## src/rtl/gpo_write_arbiter_if.sv

```systemverilog
// gpo_write_arbiter_if: requester-side write bus and GPO status for gpo_write_arbiter
interface gpo_write_arbiter_if #(parameter int NUM_REQ = 4);
  localparam int GW = NUM_REQ > 1 ? $clog2(NUM_REQ) : 1;
  logic [NUM_REQ-1:0] req;
  logic [NUM_REQ-1:0] ack;
  logic [NUM_REQ*8-1:0] wr_data;
  logic [NUM_REQ*8-1:0] wr_mask;
  logic [7:0] gpo_out;
  logic busy;
  logic [GW-1:0] last_grant;
  modport master(output req, wr_data, wr_mask, input ack, gpo_out, busy, last_grant);
  modport slave(input req, wr_data, wr_mask, output ack, gpo_out, busy, last_grant);
endinterface

```

## src/rtl/gpo_write_arbiter.sv

```systemverilog
// gpo_write_arbiter: round-robin masked writes into one 8-bit GPO register with post-write hold
module gpo_write_arbiter #(
  parameter int NUM_REQ = 4,
  parameter int HOLD_CYCLES = 2,
  parameter logic [7:0] RESET_VAL = 8'h00
) (
  input logic clk,
  input logic rst,
  gpo_write_arbiter_if.slave bus
);
  localparam int GW = NUM_REQ > 1 ? $clog2(NUM_REQ) : 1;
  localparam int CW = $clog2(HOLD_CYCLES + 1) > 1 ? $clog2(HOLD_CYCLES + 1) : 1;
  typedef enum logic {IDLE, HOLD} state_t;
  state_t state, state_d;
  logic [GW-1:0] ptr, sel;
  logic [CW-1:0] cnt;
  logic found;
  logic [7:0] m, d;
  always_comb begin
    found = 1'b0;
    sel = ptr;
    for (int k = 0; k < NUM_REQ; k++)
      if (!found && bus.req[(int'(ptr) + k) % NUM_REQ]) begin
        found = 1'b1;
        sel = GW'((int'(ptr) + k) % NUM_REQ);
      end
    m = bus.wr_mask[{sel, 3'b000} +: 8];
    d = bus.wr_data[{sel, 3'b000} +: 8];
    state_d = state == IDLE ? (found ? HOLD : IDLE) : (cnt == '0 ? IDLE : HOLD);
  end
  always_ff @(posedge clk)
    if (rst) begin
      state <= IDLE;
      ptr <= '0;
      cnt <= '0;
      bus.ack <= '0;
      bus.gpo_out <= RESET_VAL;
      bus.last_grant <= '0;
    end else begin
      state <= state_d;
      bus.ack <= '0;
      if (state == IDLE && found) begin
        bus.gpo_out <= (bus.gpo_out & ~m) | (d & m);
        bus.ack <= NUM_REQ'(1) << sel;
        bus.last_grant <= sel;
        ptr <= sel == GW'(NUM_REQ - 1) ? '0 : sel + 1'b1;
        cnt <= CW'(HOLD_CYCLES - 1);
      end else if (state == HOLD && cnt != '0) begin
        cnt <= cnt - 1'b1;
      end
    end
  assign bus.busy = state == HOLD;
endmodule

```

## src/flat_wrapper.sv

```systemverilog
// flat-port wrapper written by rule: the top's interface ports become plain ports
module gpo_write_arbiter_flat 
#(
  parameter int NUM_REQ = 4,
  parameter int HOLD_CYCLES = 2,
  parameter logic [7:0] RESET_VAL = 8'h00
)
  (clk, rst, bus_req, bus_wr_data, bus_wr_mask, bus_ack, bus_gpo_out, bus_busy, bus_last_grant);
  gpo_write_arbiter_if #(.NUM_REQ(NUM_REQ)) bus_i ();
  input logic clk;
  input logic rst;
  input wire logic [$bits(bus_i.req)-1:0] bus_req;
  input wire logic [$bits(bus_i.wr_data)-1:0] bus_wr_data;
  input wire logic [$bits(bus_i.wr_mask)-1:0] bus_wr_mask;
  output wire logic [$bits(bus_i.ack)-1:0] bus_ack;
  output wire logic [$bits(bus_i.gpo_out)-1:0] bus_gpo_out;
  output wire logic [$bits(bus_i.busy)-1:0] bus_busy;
  output wire logic [$bits(bus_i.last_grant)-1:0] bus_last_grant;
  assign bus_i.req = bus_req;
  assign bus_i.wr_data = bus_wr_data;
  assign bus_i.wr_mask = bus_wr_mask;
  assign bus_ack = bus_i.ack;
  assign bus_gpo_out = bus_i.gpo_out;
  assign bus_busy = bus_i.busy;
  assign bus_last_grant = bus_i.last_grant;
  gpo_write_arbiter #(.NUM_REQ(NUM_REQ), .HOLD_CYCLES(HOLD_CYCLES), .RESET_VAL(RESET_VAL)) u_core (.clk(clk), .rst(rst), .bus(bus_i));
endmodule
```

## config.mk

```make
export PLATFORM = sky130hd
export DESIGN_NAME = gpo_write_arbiter_flat
export DESIGN_NICKNAME = d
export VERILOG_FILES = /design/src/rtl/gpo_write_arbiter_if.sv /design/src/rtl/gpo_write_arbiter.sv /design/src/flat_wrapper.sv
export SDC_FILE = /design/constraint.sdc
export NUM_CORES = 1
export LEC_CHECK = 0
export BUFFER_PORTS_ARGS = -buffer_cell sky130_fd_sc_hd__buf_2
export CORE_MARGIN = 2
export CORE_UTILIZATION = 43
export DETAILED_ROUTE_END_ITERATION = 8
export PLACE_DENSITY_LB_ADDON = 0.12
export REMOVE_ABC_BUFFERS = 1
export SLEW_MARGIN = 20
export SYNTH_ARGS = -nofsm -noshare
export SYNTH_HDL_FRONTEND = slang
export SYNTH_SLANG_ARGS = --single-unit
```

## constraint.sdc

```tcl
create_clock -name clk -period 2.8 [get_ports clk]
set_clock_uncertainty 0.1 [all_clocks]
set_input_delay 0.56 -clock clk [delete_from_list [all_inputs] [get_ports clk]]
set_output_delay 0.56 -clock clk [all_outputs]
set_load 0.005 [all_outputs]
```

* Word-level counts from Yosys, hierarchy flattened
Cells that the tools add are included. W data, S select, Z words.
Word-level totals: register bits after elaboration 19, input port bits 70, output and inout port bits 15, logic and storage cells 69
Operators by class: add/subtract/negate cells 5, magnitude comparators 4, equal/unequal tests 1, shift operators 3, muxes and demuxes 24, bitwise gates (word level) 9, reductions and logical operators 16
Operators with widths (count):
- $shiftx A32 B6 Y8 | 2
- $and A8 B8 Y8 | 2
- $mux W1 | 16
- $lt A3 B4 Y1 const B | 3
- $reduce_or A2 Y1 | 5
- $bmux W1 S2 | 4
- $mux W2 | 4
- $not A8 Y8 | 1
- $or A8 B8 Y8 | 1
- $logic_and A1 B1 Y1 | 5
- $add A2 B1 Y2 const B | 2
- $add A2 B2 Y2 const B | 2
- $reduce_bool A2 Y1 | 2
- $shl A1 B2 Y4 const A | 1
- $and A1 B1 Y1 const A | 3
- $logic_not A1 Y1 | 3
- $lt A2 B3 Y1 const B | 1
- $eq A2 B2 Y1 const B | 1
- $logic_not A2 Y1 | 1
- $not A1 Y1 | 2
- $sub A2 B1 Y2 const B | 1

* Logic depth before layout (Yosys ltp)
word-level depth 18, gate-level depth with buffers 9

* Worst setup path before layout
OpenSTA, ideal clock, no wires.
path kind input to register, from input port bus_req[0], to register with a tool-made name, library setup time 0.132 ns, data arrival time 2.117 ns, required time 2.568 ns, slack 0.451 ns, stages 8, buffers on the path 2, cells stage by stage nor2b_1 > or4_4 > buf_6 > nand2_4 > buf_12 > mux2_2 > o221ai_1 > a21oi_1
RTL lines:
- from (decl) | RTL line flat_wrapper.sv:12 | input wire logic [$bits(bus_i.req)-1:0] bus_req;

==> flow_summary.json <==
{
  "wl_per_cell_um": 13.3,
  "yosys-top-cells-area": "dfxtp_1 (27%), mux2i_1 (11%), a21oi_1 (7.9%)",
  "first_pass_iters": 4,
  "setup_viol": 0,
  "synth_cell_type_count": 40,
  "cts_max_path_buffers": 2,
  "num-nets-final": 329,
  "cp_max_fo": 22,
  "cts_made_buffers": 3,
  "antennaDiodeCount": 0,
  "antenna_found_initial": 0,
  "drtIter0Drc": 70,
  "cts_tree": "done",
  "min_period_ps": 2270,
  "grt.overflow.total": 0,
  "cp_data_arrival_time_ps": 2360,
  "cap_violations": 0,
  "netlist_area_um2": 1390,
  "worstSetupPathType": "flip-flop to flip-flop",
  "die_width_um": 60.9,
  "worst_slack_ps": 532,
  "cts_resized": 0,
  "hold_depth": 2,
  "hp-class": "flip-flop to flip-flop",
  "syn_to_final_growth_pct": 36.6,
  "wl_um": 4010,
  "hpwl_um": 3140,
  "grt_max_degree": 24,
  "fin_tns_setup_ps": 0,
  "clkTransAtPathRegs_ps": 120,
  "ir_drop_mv": 0.226,
  "powerDensity_nw_per_um2": 463,
  "vias": 1612,
  "crit_path_start_kind": "flip-flop",
  "gp_routability_congestion": 0.796,
  "synth_top_cell_by_area": "dfxtp_1",
  "crit_chain": "nor3_1, or4_4, nand2_4, mux2_2, o221ai_1, a21oi_1",
  "cts.sinks": 19,
  "dpl_worst_slack_ps": 228,
  "period_share_pct": 81.0,
  "synthCells": 170,
  "portBuffers": 84,
  "core_um2": 3080,
  "die_area_um2": 3710,
  "cts-htree-levels": 1,
  "fp-row-count": 20,
  "crit_slowest_cell": "or4_4",
  "p_sw_uw": 325,
  "grt_usage_pct": 22.7,
  "power.internal_uw": 557,
  "power_frac_seq_pct": 36.9,
  "viasPerCell": 5.36,
  "rsz0062_at_grt": "false",
  "maxClockFrequency_mhz": 441,
  "tightest_slew_ps": 632,
  "grt_pass1_vias": 1473,
  "cts_setup_buffers": 0,
  "synth_edf_count": 0,
  "status": "finished, final reports clean",
  "die_h_um": 60.9,
  "grt_pass1_wl_um": 6240,
  "cpPeakStageDelay_ps": 540,
  "pwr-share-comb_pct": 46.4,
  "swShare_pct": 36.9,
  "pwr-share-clk_pct": 16.7,
  "yosys_warnings": 0,
  "slew_headroom_pct": 57.8,
  "seq_area_frac_synth_pct": 27.3,
  "synth-seq-cells": 19,
  "slew_viol_final": 0,
  "initial_core_util_pct": 45.3,
  "synth-async-reset-ratio_pct": 0,
  "postCtsHoldBufs": 0,
  "ys.flop_type": "dfxtp_1",
  "drive_above_1_share_pct": 41.6,
  "syn_avg_cell_area_um2": 8.20,
  "root_buffer": "clkbuf_4",
  "synth_top_area_share_pct": 27.3,
  "hold_viol_final": 0,
  "worstPathRequired_ps": 2890,
  "clock_latency_ps": 310,
  "reg2regPathDepth": 6,
  "p_leak_uw": 0.000893,
  "crit_path_end_kind": "flip-flop",
  "antenna_left": 0,
  "final_util_pct": 61.9,
  "ios": 85,
  "p_total_uw": 882,
  "drc": 0
}
-- final timing paths --
| kind | start | to | slack, ps |
|---|---|---|---|
| setup / recovery | u_core.ptr[1]$_SDFFE_PP0P_ | flip-flop | 530 |
| hold reg to reg | u_core.bus.last_grant[1]$_SDFFE_PP0P_ | u_core.bus.last_grant[1]$_SDFFE_PP0P_ | 360 |
| hold / removal | u_core.bus.last_grant[1]$_SDFFE_PP0P_ | u_core.bus.last_grant[1]$_SDFFE_PP0P_ | 360 |
| setup reg to reg | u_core.ptr[1]$_SDFFE_PP0P_ | flip-flop | 530 |
-- cell type report --
class | instances | area (um^2)
fillers | 331 | 1170
multi-input cells | 138 | 938
repair buffers | 94 | 495
flip-flops and latches | 19 | 380
well taps | 44 | 55.1
clock buffers | 3 | 22.5
inverters | 2 | 7.51
clock inverters | 1 | 5.00
-- metrics by stage --
step | hold slack (ps) | instances | instance area [um^2]
floorplan | 347 | 159 | 1320
global placement | 348 | 297 | 1880
detailed placement | 354 | 297 | 1880
CTS | 372 | 301 | 1900
global route | 402 | 301 | 1900
finish | 365 | 301 | 1900
-- critical path, delay by kind of cell (launching register included) --
kind            cells  cell delay, ps
simple gates        3             940
flops               1             480
compound gates      2             250
mux                 1             380
-- routing by layer --
metal  track usage (%)  vias to the layer above  wire [um]
met4              8.07                        0         60
met2              40.2                       65       1890
met5                 0                        -          0
met3              3.62                        7        313
met1              27.5                      707       1750
li1                  -                      833          -
-- power groups by stage --
| stage | logic (uW) | clock network, uW | registers (uW) |
|---|---|---|---|
| CTS | 412 | 153 | 326 |
| global placement | 408 | 0 | 332 |
| global route | 454 | 164 | 330 |
| finish | 409 | 147 | 325 |
| detailed placement | 411 | 0 | 331 |
| floorplan | 244 | 0 | 332 |
-- cell families after synthesis --
| kind of cell | after synthesis | share of synthesized area [%] |
|---|---|---|
| mux | 20 | 14.7 |
| xor+xnor | 1 | 0.628 |
| fa+ha+maj | 1 | 0.898 |
| compound gates | 58 | 27.1 |
| buf+inv | 13 | 5.74 |
| simple gates | 58 | 23.6 |
| flops | 19 | 27.3 |
-- cell usage after synthesis, types with 5 or more instances --
master,count
nor2_1,6
nand3_1,10
dfxtp_1,19
o21ai_0,5
mux2i_1,16
a21oi_1,22
nand2b_1,5
nand4_1,8
o31ai_1,8
nor4_1,5
nand2_1,10
-- cell usage in the layout (no fill, tap or decap), types with 5 or more instances in the layout --
cell,netlist,routed
nand4_1,8,8
dfxtp_1,19,19
nor2_1,6,6
nand3_1,10,10
nand2b_1,5,5
nand2_1,10,10
a21oi_1,22,22
buf_4,1,10
buf_2,3,84
o21ai_0,5,5
nor4_1,5,5
mux2i_1,16,16
o31ai_1,8,8
No activity file was read; power rests on OpenSTA's default activity.
